`src/rtl/bnn_pe_pkg.sv`:
```
// Shared definitions for the binary (XNOR/popcount) conv PEs.
//  - IN_SEL_*   : operand source select codes
//  - pe_state_t : accumulation FSM encoding
//  - clog2 / pc_width : elaboration-time width helpers
package bnn_pe_pkg;

    localparam logic [1:0] IN_SEL_BOTTOM = 2'd0;
    localparam logic [1:0] IN_SEL_SIDE   = 2'd1;
    localparam logic [1:0] IN_SEL_TOP    = 2'd2;
    localparam logic [1:0] IN_SEL_HOLD   = 2'd3;

    typedef enum logic [1:0] {
        ST_IDLE = 2'd0,
        ST_ACC  = 2'd1,
        ST_DONE = 2'd2
    } pe_state_t;

    function automatic int clog2(input int v);
        int r;
        r = 0;
        while ((1 << r) < v) r++;
        return r;
    endfunction

    // Bits needed to hold a popcount of 'lanes' bits (0..lanes inclusive).
    function automatic int pc_width(input int lanes);
        return clog2(lanes + 1);
    endfunction

endpackage

```
`src/rtl/xnor_popcount.sv`:
```
// Combinational XNOR + popcount: o_pc = number of positions where i_a and i_b agree.
// Ports:
//  i_a, i_b  in  LANES           binary vectors
//  o_pc      out pc_width(LANES) match count
// Lanes are zero-padded to a power of two and summed as a balanced binary tree
// stored heap-style (node n has children 2n+1, 2n+2).
module xnor_popcount
    import bnn_pe_pkg::*;
#(
    parameter int LANES = 8
) (
    input  logic [LANES-1:0]           i_a,
    input  logic [LANES-1:0]           i_b,
    output logic [pc_width(LANES)-1:0] o_pc
);

    localparam int PCW    = pc_width(LANES);
    localparam int LEAVES = 1 << clog2(LANES);

    logic [LEAVES-1:0] w_match;
    logic [PCW-1:0]    w_node [2*LEAVES-1];

    always_comb begin
        w_match              = '0;
        w_match[LANES-1:0]   = ~(i_a ^ i_b);
        for (int i = 0; i < LEAVES; i++)
            w_node[LEAVES-1+i] = PCW'(w_match[i]);
        // No node can exceed LANES, so PCW bits never overflow at any level.
        for (int n = LEAVES-2; n >= 0; n--)
            w_node[n] = w_node[2*n+1] + w_node[2*n+2];
    end

    assign o_pc = w_node[0];

endmodule

```
`src/rtl/xnor_conv_pe_vec.sv`:
```
// Vector XNOR conv PE: per beat, XNOR a LANES-wide activation against one resident
// weight vector, popcount, and accumulate a programmable number of beats on top of
// an incoming partial sum (saturating). Weights daisy-chain through registered outputs.
// Ports:
//  i_clk, i_rst (async, active-high), i_en (beat enable / stall)
//  i_weight_we/i_weight_addr/i_weight_in : bank write; o_weight_* : registered chain copy
//  i_kern_sel : bank entry for this beat; i_in_sel : operand source
//  i_in_top/i_in_bottom/i_in_side : activations; o_out_side : operand used (forwarded)
//  i_start, i_acc_len, i_pcountin : run control; o_pcountout, o_valid, o_busy, o_sat : result
module xnor_conv_pe_vec
    import bnn_pe_pkg::*;
#(
    parameter  int LANES       = 8,
    parameter  int NUM_KERNELS = 4,
    parameter  int PSUM_WIDTH  = 12,
    parameter  int LEN_WIDTH   = 8,
    localparam int KW          = (NUM_KERNELS > 1) ? clog2(NUM_KERNELS) : 1
) (
    input  logic                  i_clk,
    input  logic                  i_rst,
    input  logic                  i_en,
    input  logic                  i_weight_we,
    input  logic [KW-1:0]         i_weight_addr,
    input  logic [LANES-1:0]      i_weight_in,
    output logic                  o_weight_we_out,
    output logic [KW-1:0]         o_weight_addr_out,
    output logic [LANES-1:0]      o_weight_out,
    input  logic [KW-1:0]         i_kern_sel,
    input  logic [1:0]            i_in_sel,
    input  logic [LANES-1:0]      i_in_top,
    input  logic [LANES-1:0]      i_in_bottom,
    input  logic [LANES-1:0]      i_in_side,
    output logic [LANES-1:0]      o_out_side,
    input  logic                  i_start,
    input  logic [LEN_WIDTH-1:0]  i_acc_len,
    input  logic [PSUM_WIDTH-1:0] i_pcountin,
    output logic [PSUM_WIDTH-1:0] o_pcountout,
    output logic                  o_valid,
    output logic                  o_busy,
    output logic                  o_sat
);

    localparam int PCW = pc_width(LANES);

    if (PSUM_WIDTH < PCW) begin : g_width_chk
        $error("PSUM_WIDTH too small to hold one beat's popcount");
    end

    pe_state_t             r_state, w_state_nxt;
    logic [LANES-1:0]      r_bank [NUM_KERNELS];
    logic [LANES-1:0]      r_top, r_op;
    logic [PSUM_WIDTH-1:0] r_acc, r_pcountout;
    logic [LEN_WIDTH-1:0]  r_cnt;
    logic                  r_sat;

    logic [LANES-1:0]      w_x, w_wsel;
    logic [PCW-1:0]        w_pc;
    logic [PSUM_WIDTH-1:0] w_base, w_sum;
    logic [PSUM_WIDTH:0]   w_raw;
    logic                  w_clamp, w_load, w_beat, w_fin, w_short;
    logic [LEN_WIDTH-1:0]  w_len_m1;

    // Operand select; HOLD reuses the operand registered on the last enabled beat.
    always_comb begin
        w_x = r_op;
        case (i_in_sel)
            IN_SEL_BOTTOM: w_x = i_in_bottom;
            IN_SEL_SIDE:   w_x = i_in_side;
            IN_SEL_TOP:    w_x = r_top;
            default:       w_x = r_op;
        endcase
    end

    // Bank read comes from the register, so a same-cycle write is not visible yet.
    assign w_wsel = (int'(i_kern_sel) < NUM_KERNELS) ? r_bank[i_kern_sel] : '0;

    xnor_popcount #(.LANES(LANES)) u_pc (
        .i_a  (w_x),
        .i_b  (w_wsel),
        .o_pc (w_pc)
    );

    // Saturating add at one extra bit; the carry-out is exactly the clamp condition.
    assign w_base  = (r_state == ST_ACC) ? r_acc : i_pcountin;
    assign w_raw   = {1'b0, w_base} + (PSUM_WIDTH+1)'(w_pc);
    assign w_clamp = w_raw[PSUM_WIDTH];
    assign w_sum   = w_clamp ? '1 : w_raw[PSUM_WIDTH-1:0];

    assign w_short  = (i_acc_len <= LEN_WIDTH'(1));
    assign w_len_m1 = w_short ? '0 : i_acc_len - LEN_WIDTH'(1);

    always_comb begin
        w_state_nxt = r_state;
        w_load      = 1'b0;
        w_beat      = 1'b0;
        w_fin       = 1'b0;
        case (r_state)
            ST_IDLE: if (i_en && i_start) begin
                w_load      = 1'b1;
                w_fin       = w_short;
                w_state_nxt = w_short ? ST_DONE : ST_ACC;
            end
            ST_ACC: if (i_en) begin
                w_beat = 1'b1;
                if (r_cnt == LEN_WIDTH'(1)) begin
                    w_fin       = 1'b1;
                    w_state_nxt = ST_DONE;
                end
            end
            ST_DONE: begin
                // Back-to-back start is accepted here; otherwise leave regardless of en.
                w_state_nxt = ST_IDLE;
                if (i_en && i_start) begin
                    w_load      = 1'b1;
                    w_fin       = w_short;
                    w_state_nxt = w_short ? ST_DONE : ST_ACC;
                end
            end
            default: w_state_nxt = ST_IDLE;
        endcase
    end

    always_ff @(posedge i_clk or posedge i_rst) begin
        if (i_rst) r_state <= ST_IDLE;
        else       r_state <= w_state_nxt;
    end

    always_ff @(posedge i_clk or posedge i_rst) begin
        if (i_rst) begin
            r_acc       <= '0;
            r_cnt       <= '0;
            r_sat       <= 1'b0;
            r_pcountout <= '0;
            r_top       <= '0;
            r_op        <= '0;
        end else begin
            if (i_en) begin
                r_top <= i_in_top;
                r_op  <= w_x;
            end
            if (w_load) begin
                r_acc <= w_sum;
                r_sat <= w_clamp;
                r_cnt <= w_len_m1;
            end else if (w_beat) begin
                r_acc <= w_sum;
                r_sat <= r_sat | w_clamp;
                r_cnt <= r_cnt - LEN_WIDTH'(1);
            end
            if (w_fin) r_pcountout <= w_sum;
        end
    end

    // Weight bank and chain registers run every cycle, independent of i_en.
    always_ff @(posedge i_clk or posedge i_rst) begin
        if (i_rst) begin
            for (int k = 0; k < NUM_KERNELS; k++) r_bank[k] <= '0;
            o_weight_we_out   <= 1'b0;
            o_weight_addr_out <= '0;
            o_weight_out      <= '0;
        end else begin
            if (i_weight_we && (int'(i_weight_addr) < NUM_KERNELS))
                r_bank[i_weight_addr] <= i_weight_in;
            o_weight_we_out   <= i_weight_we;
            o_weight_addr_out <= i_weight_addr;
            o_weight_out      <= i_weight_in;
        end
    end

    assign o_out_side  = r_op;
    assign o_pcountout = r_pcountout;
    assign o_valid     = (r_state == ST_DONE);
    assign o_busy      = (r_state != ST_IDLE);
    assign o_sat       = r_sat;

endmodule

```
`config.mk`:
```
export PLATFORM = sky130hd
export DESIGN_NAME = xnor_conv_pe_vec
export DESIGN_NICKNAME = d
export VERILOG_FILES = /design/src/rtl/bnn_pe_pkg.sv /design/src/rtl/xnor_popcount.sv /design/src/rtl/xnor_conv_pe_vec.sv
export SDC_FILE = /design/constraint.sdc
export NUM_CORES = 1
export LEC_CHECK = 0
export ABC_AREA = 1
export CORE_MARGIN = 5
export CORE_UTILIZATION = 48
export DETAILED_ROUTE_END_ITERATION = 8
export PLACE_DENSITY_LB_ADDON = 0.2
export SETUP_SLACK_MARGIN = 0.1
export SYNTH_ARGS = -nofsm -noshare
export SYNTH_HDL_FRONTEND = slang
export SYNTH_SLANG_ARGS = --single-unit
```
`constraint.sdc`:
```
create_clock -name i_clk -period 3.8 [get_ports i_clk]
set_input_delay 0.95 -clock i_clk [delete_from_list [all_inputs] [get_ports i_clk]]
set_output_delay 0.95 -clock i_clk [all_outputs]
set_load 0.005 [all_outputs]
```
Word-level counts from Yosys, hierarchy flattened
Cells that the tools add are included.
{"block": "totals", "reg_bits": 94, "in_bits": 63, "word_cells": 79, "output_inout_bits": 34}
{"block": "op_classes", "n_mux": 30, "n_addsub": 10, "n_eq_ne": 8, "reduce_logical": 8, "n_bitwise": 5, "magnitude_cmp": 4}
{"cell": "2-to-1 mux 12 bit", "count": 4}
{"cell": "2-to-1 mux 8 bit", "count": 6}
{"cell": "bitwise mux 32 bit", "count": 1}
{"cell": "case mux 8 bit (3 select lines)", "count": 1}
{"cell": "binary-select mux 8 bit (select 2 bit)", "count": 1}
{"cell": "demux 8 bit (select 2 bit)", "count": 1}
{"cell": "subtractor 8 x 1 -> 8 bit (second input constant)", "count": 2}
{"cell": "adder 12 x 4 -> 13 bit", "count": 1}
{"cell": "adder 4 bit", "count": 3}
{"cell": "2-to-1 mux 2 bit", "count": 5}
{"cell": "2-to-1 mux 1 bit", "count": 9}
{"cell": "adder 1 x 1 -> 2 bit", "count": 4}
{"cell": "equality test 8 x 1 -> 1 bit (second input constant)", "count": 1}
{"cell": "<= comparator 8 x 1 -> 1 bit (second input constant)", "count": 1}
{"cell": "NOT 8 bit", "count": 1}
{"cell": "XOR 8 bit", "count": 1}
{"cell": ">= comparator 3 bit (second input constant)", "count": 2}
{"cell": "NOT 2 -> 3 bit", "count": 2}
{"cell": "case mux 2 bit (3 select lines)", "count": 1}
{"cell": "equality test 2 x 1 -> 1 bit (second input constant)", "count": 2}
{"cell": "equality test 2 bit (second input constant)", "count": 2}
{"cell": "zero test 2 bit", "count": 2}
{"cell": "!= test 2 bit (second input constant)", "count": 2}
{"cell": "nonzero test 2 bit", "count": 2}
{"cell": "other kinds (7)", "count": 8}

Logic depth before layout (Yosys ltp)
{"block": "depth", "word_depth": 13, "depth_mapped": 26, "ltp_nobuf": 26}

Modules after synthesis
A second synthesis with hierarchy kept.
{"block": "hier_totals", "cells_unflattened": 636, "area_unflattened_um2": 5043.6}
{"module": "xnor_conv_pe_vec", "cells_each": 574, "area_each_um2": 4718.3, "n_inst": 1, "seq_area_each_um2": 2352.3}
{"module": "xnor_popcount", "cells_each": 62, "area_each_um2": 325.3, "n_inst": 1, "seq_area_each_um2": 0.0}

Worst setup path before layout
OpenSTA, ideal clock, no wires.
{"block": "synth_timing", "kind": "input to register", "start": "in i_kern_sel[0]", "end": "reg r_acc[0]", "cell_stages": 20, "setup_ps": 82, "setup_slack_ps": -880, "path_buffers": 2, "arrival_time_ps": 4599, "cell_sequence": "inv_1 > clkbuf_1 > nor2_1 > o22ai_1 > xnor2_1 > ha_1 > inv_1 > fa_1 > inv_1 > fa_1 > ha_1 > fa_1 > ha_1 > nand3_1 > nand3_1 > nand3_4 > nor2_8 > nand2_4 > buf_6 > a31oi_1"}
{"block": "synth_via", "elab_chain_cells": 13, "elab_cells_between_ends": 17}
{"item": "start, declared", "line_no": "xnor_conv_pe_vec.sv:28", "source": "input logic [KW-1:0] i_kern_sel,"}
{"item": "NOT 2 -> 3 bit (not written as such) (*)", "line_no": "xnor_conv_pe_vec.sv:75", "source": "assign w_wsel = (int'(i_kern_sel) < NUM_KERNELS) ? r_bank[i_kern_sel] : '0;"}
{"item": "binary-select mux 8 bit (select 2 bit) (*)", "line_no": "xnor_conv_pe_vec.sv:75"}
{"item": "2-to-1 mux 8 bit (not written as such) (*) (2 in series)", "line_no": "xnor_conv_pe_vec.sv:75"}
{"item": "XOR 8 bit (*)", "line_no": "xnor_popcount.sv:25", "source": "w_match[LANES-1:0] = ~(i_a ^ i_b);"}
{"item": "NOT 8 bit (*)", "line_no": "xnor_popcount.sv:25"}
{"item": "adder 1 x 1 -> 2 bit", "line_no": "xnor_popcount.sv:30", "source": "w_node[n] = w_node[2*n+1] + w_node[2*n+2];"}
{"item": "adder 4 bit", "line_no": "xnor_popcount.sv:30"}
{"item": "adder 4 bit (*)", "line_no": "xnor_popcount.sv:30"}
{"item": "adder 12 x 4 -> 13 bit (*)", "line_no": "xnor_conv_pe_vec.sv:85", "source": "assign w_raw = {1'b0, w_base} + (PSUM_WIDTH+1)'(w_pc);"}
{"item": "2-to-1 mux 12 bit (*)", "line_no": "xnor_conv_pe_vec.sv:87", "source": "assign w_sum = w_clamp ? '1 : w_raw[PSUM_WIDTH-1:0];"}
{"item": "2-to-1 mux 12 bit", "line_no": "xnor_conv_pe_vec.sv:145", "source": "end else if (w_beat) begin"}
{"item": "2-to-1 mux 12 bit (*)", "line_no": "xnor_conv_pe_vec.sv:141", "source": "if (w_load) begin"}
{"item": "end signal, assigned", "line_no": "xnor_conv_pe_vec.sv:142", "source": "r_acc <= w_sum;"}
{"item": "end signal, assigned", "line_no": "xnor_conv_pe_vec.sv:146", "source": "r_acc <= w_sum;"}
{"item": "end, declared", "line_no": "xnor_conv_pe_vec.sv:52", "source": "logic [PSUM_WIDTH-1:0] r_acc, r_pcountout;"}
Every way passes the cells marked *; elsewhere a longest branch is shown, timed or not. The select of a mux whose other input is x is not followed.
A chain may end at the register's enable or synchronous reset.

Worst setup path in the final report
{"block": "layout_timing", "start": "in i_in_sel[1]", "end": "reg r_acc[6]"}
{"block": "layout_via", "elab_chain_cells": 11, "elab_cells_between_ends": 17}
{"item": "start, declared", "line_no": "xnor_conv_pe_vec.sv:29", "source": "input logic [1:0] i_in_sel,"}
{"item": "equality test 2 bit, or another cell as far along", "line_no": "xnor_conv_pe_vec.sv:66", "source": "case (i_in_sel)"}
{"item": "case mux 8 bit (3 select lines) (*)", "line_no": "xnor_conv_pe_vec.sv:66"}
{"item": "XOR 8 bit (*)", "line_no": "xnor_popcount.sv:25"}
{"item": "NOT 8 bit (*)", "line_no": "xnor_popcount.sv:25"}
{"item": "adder 1 x 1 -> 2 bit", "line_no": "xnor_popcount.sv:30"}
{"item": "adder 4 bit", "line_no": "xnor_popcount.sv:30"}
{"item": "adder 4 bit (*)", "line_no": "xnor_popcount.sv:30"}
{"item": "adder 12 x 4 -> 13 bit (*)", "line_no": "xnor_conv_pe_vec.sv:85"}
{"item": "2-to-1 mux 12 bit (*)", "line_no": "xnor_conv_pe_vec.sv:87"}
{"item": "2-to-1 mux 12 bit", "line_no": "xnor_conv_pe_vec.sv:145"}
{"item": "2-to-1 mux 12 bit (*)", "line_no": "xnor_conv_pe_vec.sv:141"}
Marked as above.

==> flow_summary.json <==
{
  "synth_top_family_by_area": "simple AND/OR/NAND/NOR gates",
  "clock-sinks": 94,
  "fin_crit_ns": 4.48,
  "fin_tns_setup_ns": -15.90,
  "h-tree-depth": 3,
  "drive_gt1_share_pct": 21.3,
  "post_dp_cell_area_um2": 6410,
  "synth-compound-area-share_pct": 11.3,
  "drt_drc_violations_left": 0,
  "status": "finished with violations",
  "ys_ff_latch": 94,
  "yosysWarnings": 0,
  "clockBufferDepth": 2,
  "r2r_cells": 19,
  "grt_pass1_vias": 4596,
  "fin_ws_ns": -0.681,
  "fmax_ghz": 0.223,
  "initial_core_util_pct": 49.5,
  "reg2reg_slack_ns": -0.21,
  "antenna_found_initial": 0,
  "stdcell_area_um2": 6940,
  "vias_per_cell": 5.15,
  "numCtsBuffers": 9,
  "worstHoldPathCells": 2,
  "synthAdderAreaFrac_pct": 5.36,
  "slowest_stage": "fa_1",
  "yosys.area_share.simple_pct": 26.5,
  "grt-ovfl-total": 0,
  "io_pins": 97,
  "crit_fanout": 8,
  "finalCritPeriodShare_pct": 118,
  "final_nets": 842,
  "crit_type": "in2reg",
  "nFillCells": 860,
  "drt-pass1-iter-count": 5,
  "failed_checks": "setup timing",
  "slew_headroom_pct": 50.8,
  "cpPeakStageDelay_ns": 0.50,
  "hold_path_class": "reg2reg",
  "dr_total_vias": 4643,
  "synthMuxAreaShare_pct": 0.878,
  "rsz0062_at_grt": "true",
  "syn_inst": 631,
  "ir_worst_vdd_uv": 493,
  "clkTransAtPathRegs_ns": 0.10,
  "final_core_util_pct": 66.9,
  "grt_max_degree": 44,
  "synth-edff-count": 0,
  "ys.flop_type": "dfrtp_1",
  "routed_wl_um": 13300,
  "finalSetupViolCount": 25,
  "cp.required_ns": 4.10,
  "grt_first_pass_wirelength_um": 21900,
  "drt.antenna.violating_nets": 0,
  "crit_chain": "buf_8 > buf_6 > inv_8 > nand2_4 > inv_4 > nand2_2 > o21ai_2 > a21oi_1 > a21boi_4 > xor2_2 > ha_4 > fa_1 > fa_1 > ha_2 > fa_2 > ha_4 > nand3_2 > nand3_2 > nand3_4 > nor2_8 > nand2_8 > nand3_4 > nand2_2 > o21ai_2",
  "hold_violations": 0,
  "ys_types": 38,
  "num_rows": 37,
  "area.growth.synth_to_final_pct": 35.2,
  "place_hpwl_um": 9600,
  "ys_seq_area_share_pct": 45.8,
  "cts-root-buf": "clkbuf_8",
  "die_y_um": 113,
  "final_cell_mix": "nand2_1 (165), dfrtp_1 (94), clkdlybuf4s50_1 (83)",
  "syn_area_um2": 5130,
  "die-area_um2": 12900,
  "cap_violations": 0,
  "end_kind": "register",
  "final_common_cell": "nand2_1",
  "p_per_area_nw_per_um2": 733,
  "avgSynthCellArea_um2": 8.13,
  "antennaDiodeCount": 0,
  "arrival_ns": 4.78,
  "fp.dieW_um": 113,
  "portBuffers": 96,
  "cts_hold_buf": 0,
  "drt_iter0_drc": 307,
  "start_kind": "primary input",
  "grtUsageTotal_pct": 20.9,
  "leakagePower_uw": 0.00336,
  "cts_tree": "built",
  "synthXorXnorAreaFrac_pct": 2.56,
  "tightestPinTransition_ns": 0.736,
  "drv_slew": 0,
  "synthesis.nets": 713,
  "clk_latency_ns": 0.38,
  "ys_async_sr_fraction_pct": 100,
  "skew_ns": 0.0124,
  "place_congestion": 0.869,
  "core_area_um2": 10400,
  "routedWlPerCell_um": 14.7
}
-- what timing repair did --
item | 4_1_cts | 5_1_grt
resized for setup | 61 | 44
cloned | 2 | 0
endpoints found under the setup margin | 25 | 25
pin swaps | 37 | 26
buffers inserted | 4 | 4
-- flip-flops by register name, summed over array words and instances, names as in the netlist --
| name | cells |
|---|---|
| r_state | 2 |
| o_weight_out | 8 |
| o_pcountout | 12 |
| o_out_side | 8 |
| r_top | 8 |
| o_weight_we_out | 1 |
| r_acc | 12 |
| r_cnt | 8 |
| o_weight_addr_out | 2 |
| o_sat | 1 |
| r_bank | 32 |
-- report_power, final --
part           total [uW]  switching [uW]  internal [uW]  leakage [uW]
Clock                 638             391            247     0.0000917
Combinational        3070            1700           1370       0.00210
Sequential           1380             153           1230       0.00116
-- cells by family after synthesis --
logic type | Yosys count
compound gates | 106
mux | 4
simple gates | 303
flops | 94
fa+ha+maj | 19
xor+xnor | 15
buf+inv | 90
-- synth_stat cells, types with 2 or more instances --
| library cell | number | area share [%] |
|---|---|---|
| a21oi_1 | 7 | 0.68 |
| a31oi_1 | 13 | 1.6 |
| buf_4 | 4 | 0.59 |
| buf_6 | 5 | 1.1 |
| clkbuf_1 | 7 | 0.51 |
| dfrtp_1 | 94 | 46 |
| fa_1 | 5 | 2.0 |
| ha_1 | 14 | 3.4 |
| inv_1 | 65 | 4.8 |
| inv_2 | 8 | 0.59 |
| mux2_2 | 4 | 0.88 |
| nand2_1 | 179 | 13 |
| nand2_2 | 10 | 1.2 |
| nand2_4 | 4 | 0.88 |
| nand3_1 | 28 | 2.7 |
| nand3_2 | 5 | 0.98 |
| nand3b_1 | 3 | 0.44 |
| nand4_1 | 9 | 1.1 |
| nor2_1 | 55 | 4.0 |
| nor2_4 | 3 | 0.66 |
| nor3_1 | 2 | 0.20 |
| o211ai_1 | 2 | 0.29 |
| o21ai_0 | 67 | 6.5 |
| o21ai_1 | 2 | 0.20 |
| o22ai_1 | 10 | 1.2 |
| xnor2_1 | 6 | 1.0 |
| xor2_1 | 9 | 1.5 |
-- area by class of cell --
cell class                 count  area [um^2]  share of cell area (%)
clock buffer                   9          124                    1.79
clock inverter                 7         58.8                   0.847
inverter                      73          292                    4.20
multi-input combinational    448         2700                    38.9
sequential                    94         2350                    33.9
tap                          136          170                    2.45
timing repair buffer         133         1240                    17.8
timing repair inverter         1         7.51                   0.108
-- worst max-delay path, delay by kind of cell --
| kind | cells | cell delay (ns) |
|---|---|---|
| AND/OR/NAND/NOR | 9 | 0.84 |
| XOR/XNOR | 1 | 0.21 |
| buffers and inverters | 4 | 0.25 |
| AO/OA/AOI/OAI | 4 | 0.47 |
| adder cells (fa/ha/maj) | 6 | 2.05 |
-- layer usage --
layer,global-route usage (%),wire length (um),vias to the layer above
met5,0,0,-
met4,4.65,133,0
met3,4.24,768,15
met2,33.3,6270,145
met1,29.6,6090,2193
li1,-,-,2290
-- worst paths after layout --
| kind | end | startpoint |
|---|---|---|
| min in group asynchronous | r_bank[31] | i_rst |
| worst max-delay path | r_acc[6] | i_in_sel[1] |
| max in group asynchronous | r_bank[6] | i_rst |
| worst max register to register | r_acc[6] | r_top[2] |
| worst min-delay path | r_top[6] | r_top[6] |
| worst min register to register | r_top[6] | r_top[6] |
-- stage by stage --
| step | hold slack (ns) | total power (uW) | cells | worst slack, ns |
|---|---|---|---|---|
| finish | 0.481 | 5090 | 901 | -0.681 |
| floorplan | 0.440 | 3180 | 631 | -0.684 |
| CTS | 0.481 | 4820 | 897 | -0.673 |
| global placement | 0.458 | 3850 | 875 | -1.55 |
| global route | 0.516 | 5520 | 901 | -0.836 |
| detailed placement | 0.459 | 3950 | 875 | -1.64 |
(Power assumes the default switching activity.)
